`config.mk`:
```
export PLATFORM = sky130hd
export DESIGN_NAME = dct_job_arb
export DESIGN_NICKNAME = d
export VERILOG_FILES = /design/src/rtl/dct_job_arb.sv
export SDC_FILE = /design/constraint.sdc
export NUM_CORES = 1
export LEC_CHECK = 0
export ABC_AREA = 0
export CAP_MARGIN = 20
export CORE_ASPECT_RATIO = 0.5
export CORE_MARGIN = 2
export CORE_UTILIZATION = 35
export DETAILED_ROUTE_END_ITERATION = 12
export SLEW_MARGIN = 20
export SYNTH_ARGS = -nofsm -noshare
export SYNTH_HDL_FRONTEND = slang
export SYNTH_SLANG_ARGS = --single-unit
```
`constraint.sdc`:
```
create_clock -name clock -period 2 [get_ports clock]
set_input_delay 0.4 -clock clock [delete_from_list [all_inputs] [get_ports clock]]
set_output_delay 0.4 -clock clock [all_outputs]
set_load 0.02 [all_outputs]
```
`src/rtl/dct_job_arb.sv`:
```
// rtl/dct_job_arb.sv - round-robin job arbiter sharing one 2-D DCT/IDCT engine between encoder and decoder paths
module dct_job_arb #(
    parameter int D_WIDTH = 13,
    parameter int OUT_CNT = 64,
    parameter int TIMEOUT = 1023
) (
    input  logic               clock,
    input  logic               reset_n,
    input  logic               req0,
    input  logic               req1,
    output logic               gnt0,
    output logic               gnt1,
    input  logic               in0_en,
    input  logic [6:0]         in0_idx,
    input  logic [D_WIDTH-1:0] in0_data,
    input  logic               in1_en,
    input  logic [6:0]         in1_idx,
    input  logic [D_WIDTH-1:0] in1_data,
    output logic               dct_flag,
    output logic               rm_data_en,
    output logic [6:0]         rm_data_idx,
    output logic [D_WIDTH-1:0] rm_data,
    input  logic               dct_out_en,
    output logic               done0,
    output logic               done1,
    output logic               err,
    output logic               busy
);

    localparam logic [7:0] OUT_CNT_W = 8'(OUT_CNT);
    localparam logic [9:0] TIMEOUT_W = 10'(TIMEOUT);

    typedef enum logic [1:0] {IDLE, LOAD, DRAIN} state_t;

    state_t               state;
    logic                 last_gnt;
    logic                 last_fwd;
    logic [6:0]           out_cnt;
    logic [9:0]           timer;

    logic                 sel_en;
    logic [6:0]           sel_idx;
    logic [D_WIDTH-1:0]   sel_data;
    logic [2:0]           last_row;
    logic [7:0]           cnt_next;
    logic                 win1;

    always_comb begin
        sel_en   = gnt1 ? in1_en   : in0_en;
        sel_idx  = gnt1 ? in1_idx  : in0_idx;
        sel_data = gnt1 ? in1_data : in0_data;
        last_row = dct_flag ? 3'd4 : 3'd7;
        cnt_next = {1'b0, out_cnt} + {7'b0, dct_out_en};
        // requester 1 wins on a tie only when requester 0 was served last
        win1     = req1 && (!req0 || !last_gnt);
    end

    always_ff @(posedge clock or negedge reset_n) begin
        if (!reset_n) begin
            state       <= IDLE;
            last_gnt    <= 1'b1;
            last_fwd    <= 1'b0;
            out_cnt     <= '0;
            timer       <= '0;
            gnt0        <= 1'b0;
            gnt1        <= 1'b0;
            dct_flag    <= 1'b0;
            rm_data_en  <= 1'b0;
            rm_data_idx <= '0;
            rm_data     <= '0;
            done0       <= 1'b0;
            done1       <= 1'b0;
            err         <= 1'b0;
            busy        <= 1'b0;
        end else begin
            done0 <= 1'b0;
            done1 <= 1'b0;
            err   <= 1'b0;
            case (state)
                IDLE: begin
                    out_cnt    <= '0;
                    timer      <= '0;
                    last_fwd   <= 1'b0;
                    rm_data_en <= 1'b0;
                    if (req0 || req1) begin
                        gnt0     <= !win1;
                        gnt1     <= win1;
                        dct_flag <= !win1;
                        last_gnt <= win1;
                        busy     <= 1'b1;
                        state    <= LOAD;
                    end
                end
                LOAD: begin
                    // engine outputs may begin before the block has fully loaded
                    if (dct_out_en && out_cnt != 7'h7F) begin
                        out_cnt <= out_cnt + 7'd1;
                    end
                    if (last_fwd) begin
                        rm_data_en <= 1'b0;
                        last_fwd   <= 1'b0;
                        timer      <= '0;
                        state      <= DRAIN;
                    end else begin
                        rm_data_en  <= sel_en;
                        rm_data_idx <= sel_idx;
                        rm_data     <= sel_data;
                        last_fwd    <= sel_en && (sel_idx == {last_row, 4'd14});
                    end
                end
                DRAIN: begin
                    rm_data_en <= 1'b0;
                    if (cnt_next >= OUT_CNT_W || timer == TIMEOUT_W) begin
                        done0   <= gnt0 && (cnt_next >= OUT_CNT_W);
                        done1   <= gnt1 && (cnt_next >= OUT_CNT_W);
                        err     <= (cnt_next < OUT_CNT_W);
                        gnt0    <= 1'b0;
                        gnt1    <= 1'b0;
                        out_cnt <= '0;
                        timer   <= '0;
                        busy    <= 1'b0;
                        state   <= IDLE;
                    end else begin
                        timer   <= timer + 10'd1;
                        out_cnt <= cnt_next[6:0];
                    end
                end
                default: state <= IDLE;
            endcase
        end
    end

endmodule
```
==> reports/metrics.csv <==
stage,metric,value,unit
outcome,status,"complete, no violations",
sta,period_share,0.959,
floorplanning,die-area,8480,µm²
placed_design,io_buffers,74,
clock_network,clkLatencyLatePin,0.28,ns
sta,fmax,521,MHz
drt,firstDrtPassIters,4,
floorplanning,initial_core_util,0.365,
critical_path,reg2reg_depth,8,
synthesis,yosysTopAreaCellShare,0.444,
synthesis,synthArstFlopShare,1.00,
global_route,grt_pass1_wl,11.9,mm
global_route,grt_pass1_vias,2497,
drt,dr.first_iter.drc_count,197,
critical_path,slowest_delay,0.41,ns
clock_network,h-tree-depth,2,
critical_path,path_depth,8,
finish,n_antenna_cell,0,
finish,syn_to_final_growth,45.6,%
critical_path,cp_data_arrival_time,2.11,ns
power_and_ir_drop,p_per_area,1220,nW/µm²
finish,layout_commonest_cell,clkdlybuf4s50_1,
finish,utilization,0.531,
global_route,globalRouteTotalUtil,0.175,
sta,grt_setup_unrepaired,true,
drt,vias_per_cell,5.19,
critical_path,cp-start-kind,flop,
critical_path,cp-end-kind,flop,
sta,slew_headroom,0.720,
global_route,overflow,0,
worst_hold_path,holdCritPathClass,input port to async pin,
critical_path,path_buf_inv,3,
placed_design,place_congestion,0.847,
sta,hold_violations,0,
power_and_ir_drop,p_leak,1.67,nW
drt,ant_nets,0,
drt,routed_wl,6.93,mm
drt,vias,2467,
sta,slew_violations,0,
drt,wl_per_cell,14.6,µm
synthesis,seq_area_frac_synth,0.454,
synthesis,synth_flop_cell,dfrtp_1,
floorplanning,num_rows,22,
critical_path,crit_slowest_cell,dfrtp_1,
job,drv_cap,0,
critical_path,crit_fanout,8,
finish,fill_cells,678,
sta,worstMarginPinSlew,0.419,ns
synthesis,yosys.area.top_type,dfrtp_1,
synthesis,netlist_area,2700,µm²
critical_path,worst_ep_required_time,2.20,ns
finish,nNetsFinal,433,
clock_network,cts_tree,done,
synthesis,syn_area_per_cell,9.52,µm²
sta,fin_crit,1.92,ns
floorplanning,core_area,7400,µm²
global_route,antenna_found_initial,0,
synthesis,synth_area_leaders,"dfrtp_1 (44%), mux2i_1 (7.0%), o21ai_0 (5.9%), nand2_1 (4.9%), ha_1 (3.7%)",
floorplanning,die_height,66.1,µm
critical_path,critical_path.top_delay_family,compound AO/OA/AOI/OAI gates,
synthesis,ys.warnings.count,0,
clock_network,cts_buffer_depth,2,
drt,drc,0,
finish,drive_gt1_frac,0.148,
critical_path,crit_chain,inv_1 > ha_2 > inv_1 > a211o_4 > a211oi_4 > buf_6 > nand2_1 > a41oi_1,
synthesis,ys_types,56,
floorplanning,pin_count,75,
clock_network,clock-sinks,49,
synthesis,synth_seq_cells,49,
synthesis,synth_edf_count,0,
finish,final_cell_mix,"clkdlybuf4s50_1 (72), dfrtp_1 (48), nand2_1 (35)",
sta,holdWs,0.0804,ns
placed_design,place_hpwl,5.17,mm
clock_network,clk_pin_slew,0.07,ns
critical_path,worstSetupPathType,flop to flop,
power_and_ir_drop,vdd_ir_drop_max,0.564,mV
critical_path,cp_common_cell,inv_1,
sta,setup_tns,0,ns
sta,setup_ws,0.0811,ns
sta,finClkSkew,0.00313,ns
sta,finalSetupViolCount,0,
synthesis,netlist_instances,284,
global_route,grt_max_degree,50,
clock_network,cts_setup_buffers,0,
clock_network,root_buffer,clkbuf_16,
floorplanning,dieWidth,128,µm
placed_design,post-place-ws,-0.423,ns
clock_network,cts_buffers,5,
synthesis,synthesis.nets,339,
## where the power goes
part	internal, mW	leakage [nW]	switching (mW)
clock network	0.593	0.0800	0.384
registers	1.30	0.629	0.208
logic	1.03	0.962	1.27
total	2.92	1.67	1.86
## path summary, 6_finish.rpt
check / startpoint / endpoint / slack, ns
max in group asynchronous: reset_n / last_gnt / 1.65
max: state[0] / out_cnt[5] / 0.08
min: reset_n / rm_data[12] / 0.08
min in group clock: rm_data[10] / rm_data[10] / 0.48
min reg2reg: rm_data[10] / rm_data[10] / 0.48
max reg2reg: state[0] / out_cnt[5] / 0.08
## worst reg2reg max path, stage by stage (launching register included)
cell and delay, ns:
dfrtp_1 0.41, inv_1 0.10, ha_2 0.23, inv_1 0.08, a211o_4 0.34, a211oi_4 0.24, buf_6 0.16, nand2_1 0.05
a41oi_1 0.21
## Yosys cell counts, drive strengths merged, types with 2 or more instances
| cell | n |
|---|---|
| a211oi | 4 |
| a21boi | 2 |
| a21oi | 12 |
| a221oi | 2 |
| a22oi | 2 |
| a31o | 2 |
| a31oi | 3 |
| a32o | 2 |
| and2 | 5 |
| and3 | 2 |
| buf | 3 |
| clkbuf | 8 |
| dfrtp | 48 |
| ha | 8 |
| inv | 9 |
| mux2i | 19 |
| nand2 | 35 |
| nand2b | 5 |
| nand3 | 17 |
| nand4 | 4 |
| nand4b | 2 |
| nor2 | 20 |
| nor2b | 4 |
| nor3 | 5 |
| o211ai | 2 |
| o21ai | 32 |
| o22ai | 2 |
| o2bb2ai | 5 |
| o41ai | 2 |
| xor2 | 3 |
## metal layers
metal,part of all wire,vias up,GRT usage,wire [µm]
met3,0.051,4,0.0372,355
met4,0.0030,0,0.0357,21
met1,0.46,1184,0.230,3160
met2,0.49,59,0.301,3390
li1,-,1220,-,-
met5,0,-,0,0
## layout make-up
class | instances | area [µm²] | area share
timing repair buffer | 98 | 931 | 0.237
tap | 96 | 120 | 0.0305
inverter | 9 | 33.8 | 0.00859
clock inverter | 3 | 46.3 | 0.0118
sequential | 49 | 1230 | 0.312
clock buffer | 5 | 125 | 0.0318
multi-input combinational | 215 | 1450 | 0.369
## stage by stage
| stage | instances | cell area (µm²) | total power [mW] |
|---|---|---|---|
| after floorplan | 284 | 2700 | 2.81 |
| after global placement | 467 | 3700 | 3.75 |
| after detailed placement | 467 | 3700 | 3.81 |
| after CTS | 475 | 3930 | 4.82 |
| after global routing | 475 | 3930 | 5.12 |
| final | 475 | 3930 | 4.79 |
## sequential cells by signal (all words and copies together) (netlist names), 2 cells and up
register and cells:
rm_data 13, state 2, timer 10, rm_data_idx 7, out_cnt 7
## what timing repair did
item | 4_1_cts | 5_1_grt
pin swaps | 5 | 0
endpoints found under the setup margin | 16 | 8
endpoints found under the hold margin | 0 | 0
gates resized for setup | 11 | 2
hold buffers | 0 | 0
## cell families after synthesis
| group | count (synthesis) | share of synthesized area |
|---|---|---|
| and+or+nand+nor | 103 | 0.188 |
| adders and majority gates | 8 | 0.0370 |
| DFF | 49 | 0.454 |
| xor gates and xnor gates | 4 | 0.0130 |
| muxes | 19 | 0.0704 |
| AOI/OAI and AO/OA | 81 | 0.206 |
| buffers and inverters | 20 | 0.0315 |
Power figures use the tool's default switching activity.
